File: src/rtl/set_driver.sv
// Command sequencer for the SET engine: buffers host commands in a small FIFO,
// issues them one at a time, and returns each result (or a timeout) in order.
module set_driver #(
   parameter int FIFO_DEPTH = 4,
   parameter int TIMEOUT    = 1023
) (
   input  logic        clk,
   input  logic        rst,
   input  logic        cmd_valid,
   output logic        cmd_ready,
   input  logic [23:0] cmd_central,
   input  logic [11:0] cmd_radius,
   input  logic [1:0]  cmd_mode,
   input  logic [3:0]  cmd_tag,
   output logic        set_en,
   output logic [23:0] set_central,
   output logic [11:0] set_radius,
   output logic [1:0]  set_mode,
   input  logic        set_busy,
   input  logic        set_valid,
   input  logic [7:0]  set_candidate,
   output logic        rsp_valid,
   input  logic        rsp_ready,
   output logic [7:0]  rsp_candidate,
   output logic [3:0]  rsp_tag,
   output logic        rsp_timeout
);

   localparam int AW = $clog2(FIFO_DEPTH);
   localparam int EW = 24 + 12 + 2 + 4;
   localparam logic [9:0] TMO_LIM = 10'(TIMEOUT);

   typedef enum logic [2:0] {IDLE, ISSUE, WAIT_BUSY, WAIT_DONE, RESP} state_t;

   state_t      state_q;
   logic [EW-1:0] mem_q [FIFO_DEPTH];
   logic [AW:0] wr_ptr_q, rd_ptr_q;
   logic        fifo_full, fifo_empty, push, pop;
   logic [EW-1:0] head;

   logic        set_en_q;
   logic [23:0] set_central_q;
   logic [11:0] set_radius_q;
   logic [1:0]  set_mode_q;
   logic [3:0]  tag_q;
   logic [9:0]  tmo_cnt_q, tmo_cnt_d;
   logic        timeout_hit;
   logic        rsp_valid_q, rsp_timeout_q;
   logic [7:0]  rsp_candidate_q;
   logic [3:0]  rsp_tag_q;

   // Extra pointer MSB distinguishes full from empty when the indices match.
   assign fifo_empty = (wr_ptr_q == rd_ptr_q);
   assign fifo_full  = (wr_ptr_q[AW] != rd_ptr_q[AW]) &&
                       (wr_ptr_q[AW-1:0] == rd_ptr_q[AW-1:0]);
   assign cmd_ready  = !fifo_full;
   assign push       = cmd_valid && !fifo_full;
   assign pop        = (state_q == IDLE) && !fifo_empty && !rsp_valid_q;
   assign head       = mem_q[rd_ptr_q[AW-1:0]];

   always_ff @(posedge clk) begin
      if (push) begin
         mem_q[wr_ptr_q[AW-1:0]] <= {cmd_central, cmd_radius, cmd_mode, cmd_tag};
      end
   end

   always_ff @(posedge clk or posedge rst) begin
      if (rst) begin
         wr_ptr_q <= '0;
         rd_ptr_q <= '0;
      end else begin
         if (push) wr_ptr_q <= wr_ptr_q + 1'b1;
         if (pop)  rd_ptr_q <= rd_ptr_q + 1'b1;
      end
   end

   assign tmo_cnt_d   = tmo_cnt_q + 10'd1;
   assign timeout_hit = (tmo_cnt_d == TMO_LIM);

   always_ff @(posedge clk or posedge rst) begin
      if (rst) begin
         state_q         <= IDLE;
         set_en_q        <= 1'b0;
         set_central_q   <= '0;
         set_radius_q    <= '0;
         set_mode_q      <= '0;
         tag_q           <= '0;
         tmo_cnt_q       <= '0;
         rsp_valid_q     <= 1'b0;
         rsp_candidate_q <= '0;
         rsp_tag_q       <= '0;
         rsp_timeout_q   <= 1'b0;
      end else begin
         set_en_q <= 1'b0;
         case (state_q)
            IDLE: begin
               if (pop) begin
                  {set_central_q, set_radius_q, set_mode_q, tag_q} <= head;
                  state_q <= ISSUE;
               end
            end
            ISSUE: begin
               set_en_q  <= 1'b1;
               tmo_cnt_q <= '0;
               state_q   <= WAIT_BUSY;
            end
            WAIT_BUSY: begin
               // set_valid may still be high from the previous command here.
               tmo_cnt_q <= tmo_cnt_d;
               if (timeout_hit) begin
                  rsp_valid_q     <= 1'b1;
                  rsp_candidate_q <= '0;
                  rsp_timeout_q   <= 1'b1;
                  rsp_tag_q       <= tag_q;
                  state_q         <= RESP;
               end else if (set_busy) begin
                  state_q <= WAIT_DONE;
               end
            end
            WAIT_DONE: begin
               tmo_cnt_q <= tmo_cnt_d;
               if (!set_busy && set_valid) begin
                  rsp_valid_q     <= 1'b1;
                  rsp_candidate_q <= set_candidate;
                  rsp_timeout_q   <= 1'b0;
                  rsp_tag_q       <= tag_q;
                  state_q         <= RESP;
               end else if (timeout_hit) begin
                  rsp_valid_q     <= 1'b1;
                  rsp_candidate_q <= '0;
                  rsp_timeout_q   <= 1'b1;
                  rsp_tag_q       <= tag_q;
                  state_q         <= RESP;
               end
            end
            RESP: begin
               if (rsp_ready) begin
                  rsp_valid_q <= 1'b0;
                  state_q     <= IDLE;
               end
            end
            default: state_q <= IDLE;
         endcase
      end
   end

   assign set_en        = set_en_q;
   assign set_central   = set_central_q;
   assign set_radius    = set_radius_q;
   assign set_mode      = set_mode_q;
   assign rsp_valid     = rsp_valid_q;
   assign rsp_candidate = rsp_candidate_q;
   assign rsp_tag       = rsp_tag_q;
   assign rsp_timeout   = rsp_timeout_q;

endmodule

File: config.mk
export PLATFORM = sky130hd
export DESIGN_NAME = set_driver
export DESIGN_NICKNAME = d
export VERILOG_FILES = /design/src/rtl/set_driver.sv
export SDC_FILE = /design/constraint.sdc
export NUM_CORES = 1
export LEC_CHECK = 0
export ABC_CLOCK_PERIOD_IN_PS = 3400
export BUFFER_PORTS_ARGS = -buffer_cell sky130_fd_sc_hd__buf_4
export CORE_UTILIZATION = 53
export CTS_BUF_LIST = sky130_fd_sc_hd__clkbuf_16
export DETAILED_ROUTE_END_ITERATION = 7
export MAX_ROUTING_LAYER = met4
export PLACE_DENSITY = 0.73
export REMOVE_ABC_BUFFERS = 1
export SETUP_SLACK_MARGIN = 0.4
export SLEW_MARGIN = 20
export SYNTH_ARGS = -nofsm -noshare
export SYNTH_HDL_FRONTEND = slang
export SYNTH_SLANG_ARGS = --single-unit
File: constraint.sdc
create_clock -name clk -period 3.4 [get_ports clk]
set_clock_uncertainty 0.05 [all_clocks]
set_input_delay 0.17 -clock clk [delete_from_list [all_inputs] [get_ports clk]]
set_output_delay 0.17 -clock clk [all_outputs]
set_load 0.02 [all_outputs]
==> results.toml <==
[timing]
fin_crit_sh_pct = 69.0
final-max-slew-violation-count = 0
hold_viol_final = 0
rsz0062_at_grt = "false"
post-route-min-period_ns = 2.35
timing.fmax_mhz = 426
fin_ws_ns = 1.05
fin_setup_tns_ns = 0
setup_viol = 0
tightest_slew_ns = 0.908
relSlewSlack_pct = 39.4

[clock_tree]
cts_tree = "yes"
clock_sinks = 244
clk_pin_slew_ns = 0.06
ctsResizeCount = 0
htreeDepth = 1
cts_root_buf = "clkbuf_16"
clk_latency_ns = 0.52
clockBufferDepth = 3
cts_inserted_buffers = 25

[yosys]
ys_ff_latch = 244
ys_warn_count = 0
synth_commonest_cells = "edfxtp_1, dfrtp_1, mux4_2"
synth.distinct_cells = 42
synth_edf_count = 168
synth-async-reset-ratio_pct = 31.1
synth_ff_type = "edfxtp_1"
synth_top_area_share_pct = 53.1
synth_most_common_cell = "edfxtp_1"
syn_area_mm2 = 0.00950
syn-mean-instance-area_um2 = 19.7
yosys.area.top_type = "edfxtp_1"
postSynthCellCount = 481
netlist_top_cells_area = "edfxtp_1, dfrtp_1, mux4_2"
yosysSeqAreaShare_pct = 73.1

[critical_path]
reg2reg_depth = 5
r2r_slack_ns = 1.05
r2r_end = "mem_q[3][0]$_DFFE_PP_"
critPathRequiredTime_ns = 3.52
startpoint = "rd_ptr_q[0]$_DFFE_PP0P_"
critPathLaunchType = "flip-flop"
cp.arrival_ns = 2.47
worstSetupEndpoint = "mem_q[3][0]$_DFFE_PP_"
worstPathMaxFanout = 24
critPathCaptureType = "flip-flop"
r2r-start = "rd_ptr_q[0]$_DFFE_PP0P_"
critical_path_class = "flip-flop to flip-flop"

[detailed_routing]
drc = 0
vias = 4876
drt_iter0_drc = 272
via_per_inst = 5.41
avgRoutedWirePerCell_um = 19.5
firstDrtPassIters = 4
antenna_left = 0
routed_wl_mm = 17.6

[pwr]
power.total_uw = 6910
powerDensity_mw_per_mm2 = 583
ir_drop_mv = 0.473
p_leak_uw = 0.00477

[global_route]
grt_pass1_vias = 5211
grt-ovfl-total = 0
grt_max_degree = 47
grt_antenna_before_repair = 0
grt_usage_pct = 20.5
grt_first_pass_wirelength_mm = 27.4

[cells_and_area]
stdcell_count = 902
postLayoutCellArea_mm2 = 0.0118
drive_above_1_share_pct = 36.8
num_antenna_cells = 0
layout.nets = 721
fill_cells = 1101
ff_latch_area_mm2 = 0.00695
multi_input_area_mm2 = 0.00241
syn_to_final_growth_pct = 24.8

[floorplanning]
die_y_um = 136
fp.dieW_um = 136
rows = 48
core-area_mm2 = 0.0174
pin_count = 110
dieArea_mm2 = 0.0185
start_util_pct = 54.5

[placement]
placedCellCount = 803
postPlaceCellArea_mm2 = 0.0106
dp_hpwl_mm = 10.1
place_ws_ns = 1.02
portBuffers = 109
place.gp.congestion = 0.819

[worst_hold_path]
whs_path_depth = 3
hold_class = "input port to flip-flop"

[run]
cap_violations = 0

[run_status]
status = "completed"
==> stage by stage <==
| stage | hold WS (ns) | utilization, % |
|---|---|---|
| floorplan | 0.211 | - |
| global placement | 0.234 | 60.7 |
| detailed placement | 0.236 | 60.7 |
| CTS | 0.0115 | 68.0 |
| global route | 0.0490 | 68.0 |
| finish | 0.0220 | 68.0 |
==> report_power, final <==
group	switching [µW]	total, µW	internal, µW
clock	1070	2470	1410
sequential	97.2	3750	3650
combinational	414	685	271
==> layout by cell type, fill, tap and decap left out, types with 5 or more instances in the layout <==
master / n
nor2_1: 12
o21ai_0: 12
clkinv_1: 8
dfrtp_1: 74
buf_4: 115
mux2_4: 41
edfxtp_1: 168
mux4_2: 42
mux2_1: 7
xnor2_1: 5
ha_1: 7
dlygate4sd3_1: 53
clkbuf_16: 25
o21ai_1: 10
nand2_1: 25
inv_1: 12
==> worst min path at each step <==
stage               from                      endpoint  slack (ns)
3_5_place_dp         rst  rsp_candidate[0]$_DFFE_PP0P_        0.24
4_1_cts        cmd_valid       wr_ptr_q[0]$_DFFE_PP0P_        0.01
5_1_grt        cmd_valid       wr_ptr_q[0]$_DFFE_PP0P_        0.05
3_3_place_gp         rst  rsp_candidate[2]$_DFFE_PP0P_        0.23
6_report       cmd_valid       wr_ptr_q[0]$_DFFE_PP0P_        0.02
2_1_floorplan  rsp_ready        state_q[2]$_DFFE_PP0P_        0.21
==> timing repair <==
| item | CTS | global route |
|---|---|---|
| setup buffers | 0 | 0 |
| hold buffers | 53 | 0 |
| hold endpoints to repair | 211 | 0 |
==> layer usage <==
metal  track usage, %  vias up  wire (µm)
met2             34.5      147       8940
met3             4.14       36       1010
met5                -        -          0
li1                 -     2231          -
met4             5.31        0        336
met1             25.4     2462       7260
==> state kept, by name (all words and copies together), names as in the netlist, 2 cells and up <==
name	flops
rsp_tag	4
rsp_candidate	8
tag_q	4
mem_q	168
rd_ptr_q	3
set_central	24
tmo_cnt_q	10
state_q	3
wr_ptr_q	3
set_mode	2
set_radius	12
==> kinds of logic after synthesis <==
family,Yosys count,share of synthesized area [%]
adder cells (fa/ha/maj),7,0.922
AND/OR/NAND/NOR,63,3.25
flip-flops,244,73.1
multiplexers,91,17.4
buffers and inverters,27,1.62
XOR/XNOR,10,1.08
AO/OA/AOI/OAI,39,2.61
==> layout make-up <==
class / count / area share [%]
Sequential cell: 244 / 58.7
Inverter: 7 / 0.232
Timing Repair Buffer: 170 / 12.1
Tap cell: 225 / 2.38
Clock buffer: 25 / 5.28
Clock inverter: 21 / 1.02
Multi-Input combinational cell: 210 / 20.3
==> critical path, cell delays in order (launching register included) <==
cell and delay, ns:
dfrtp_4 0.48, xor2_2 0.21, nor2_1 0.07, nand2_1 0.14
and3_2 0.58, buf_4 0.46
Note: power is estimated with default switching activity, not from simulation.
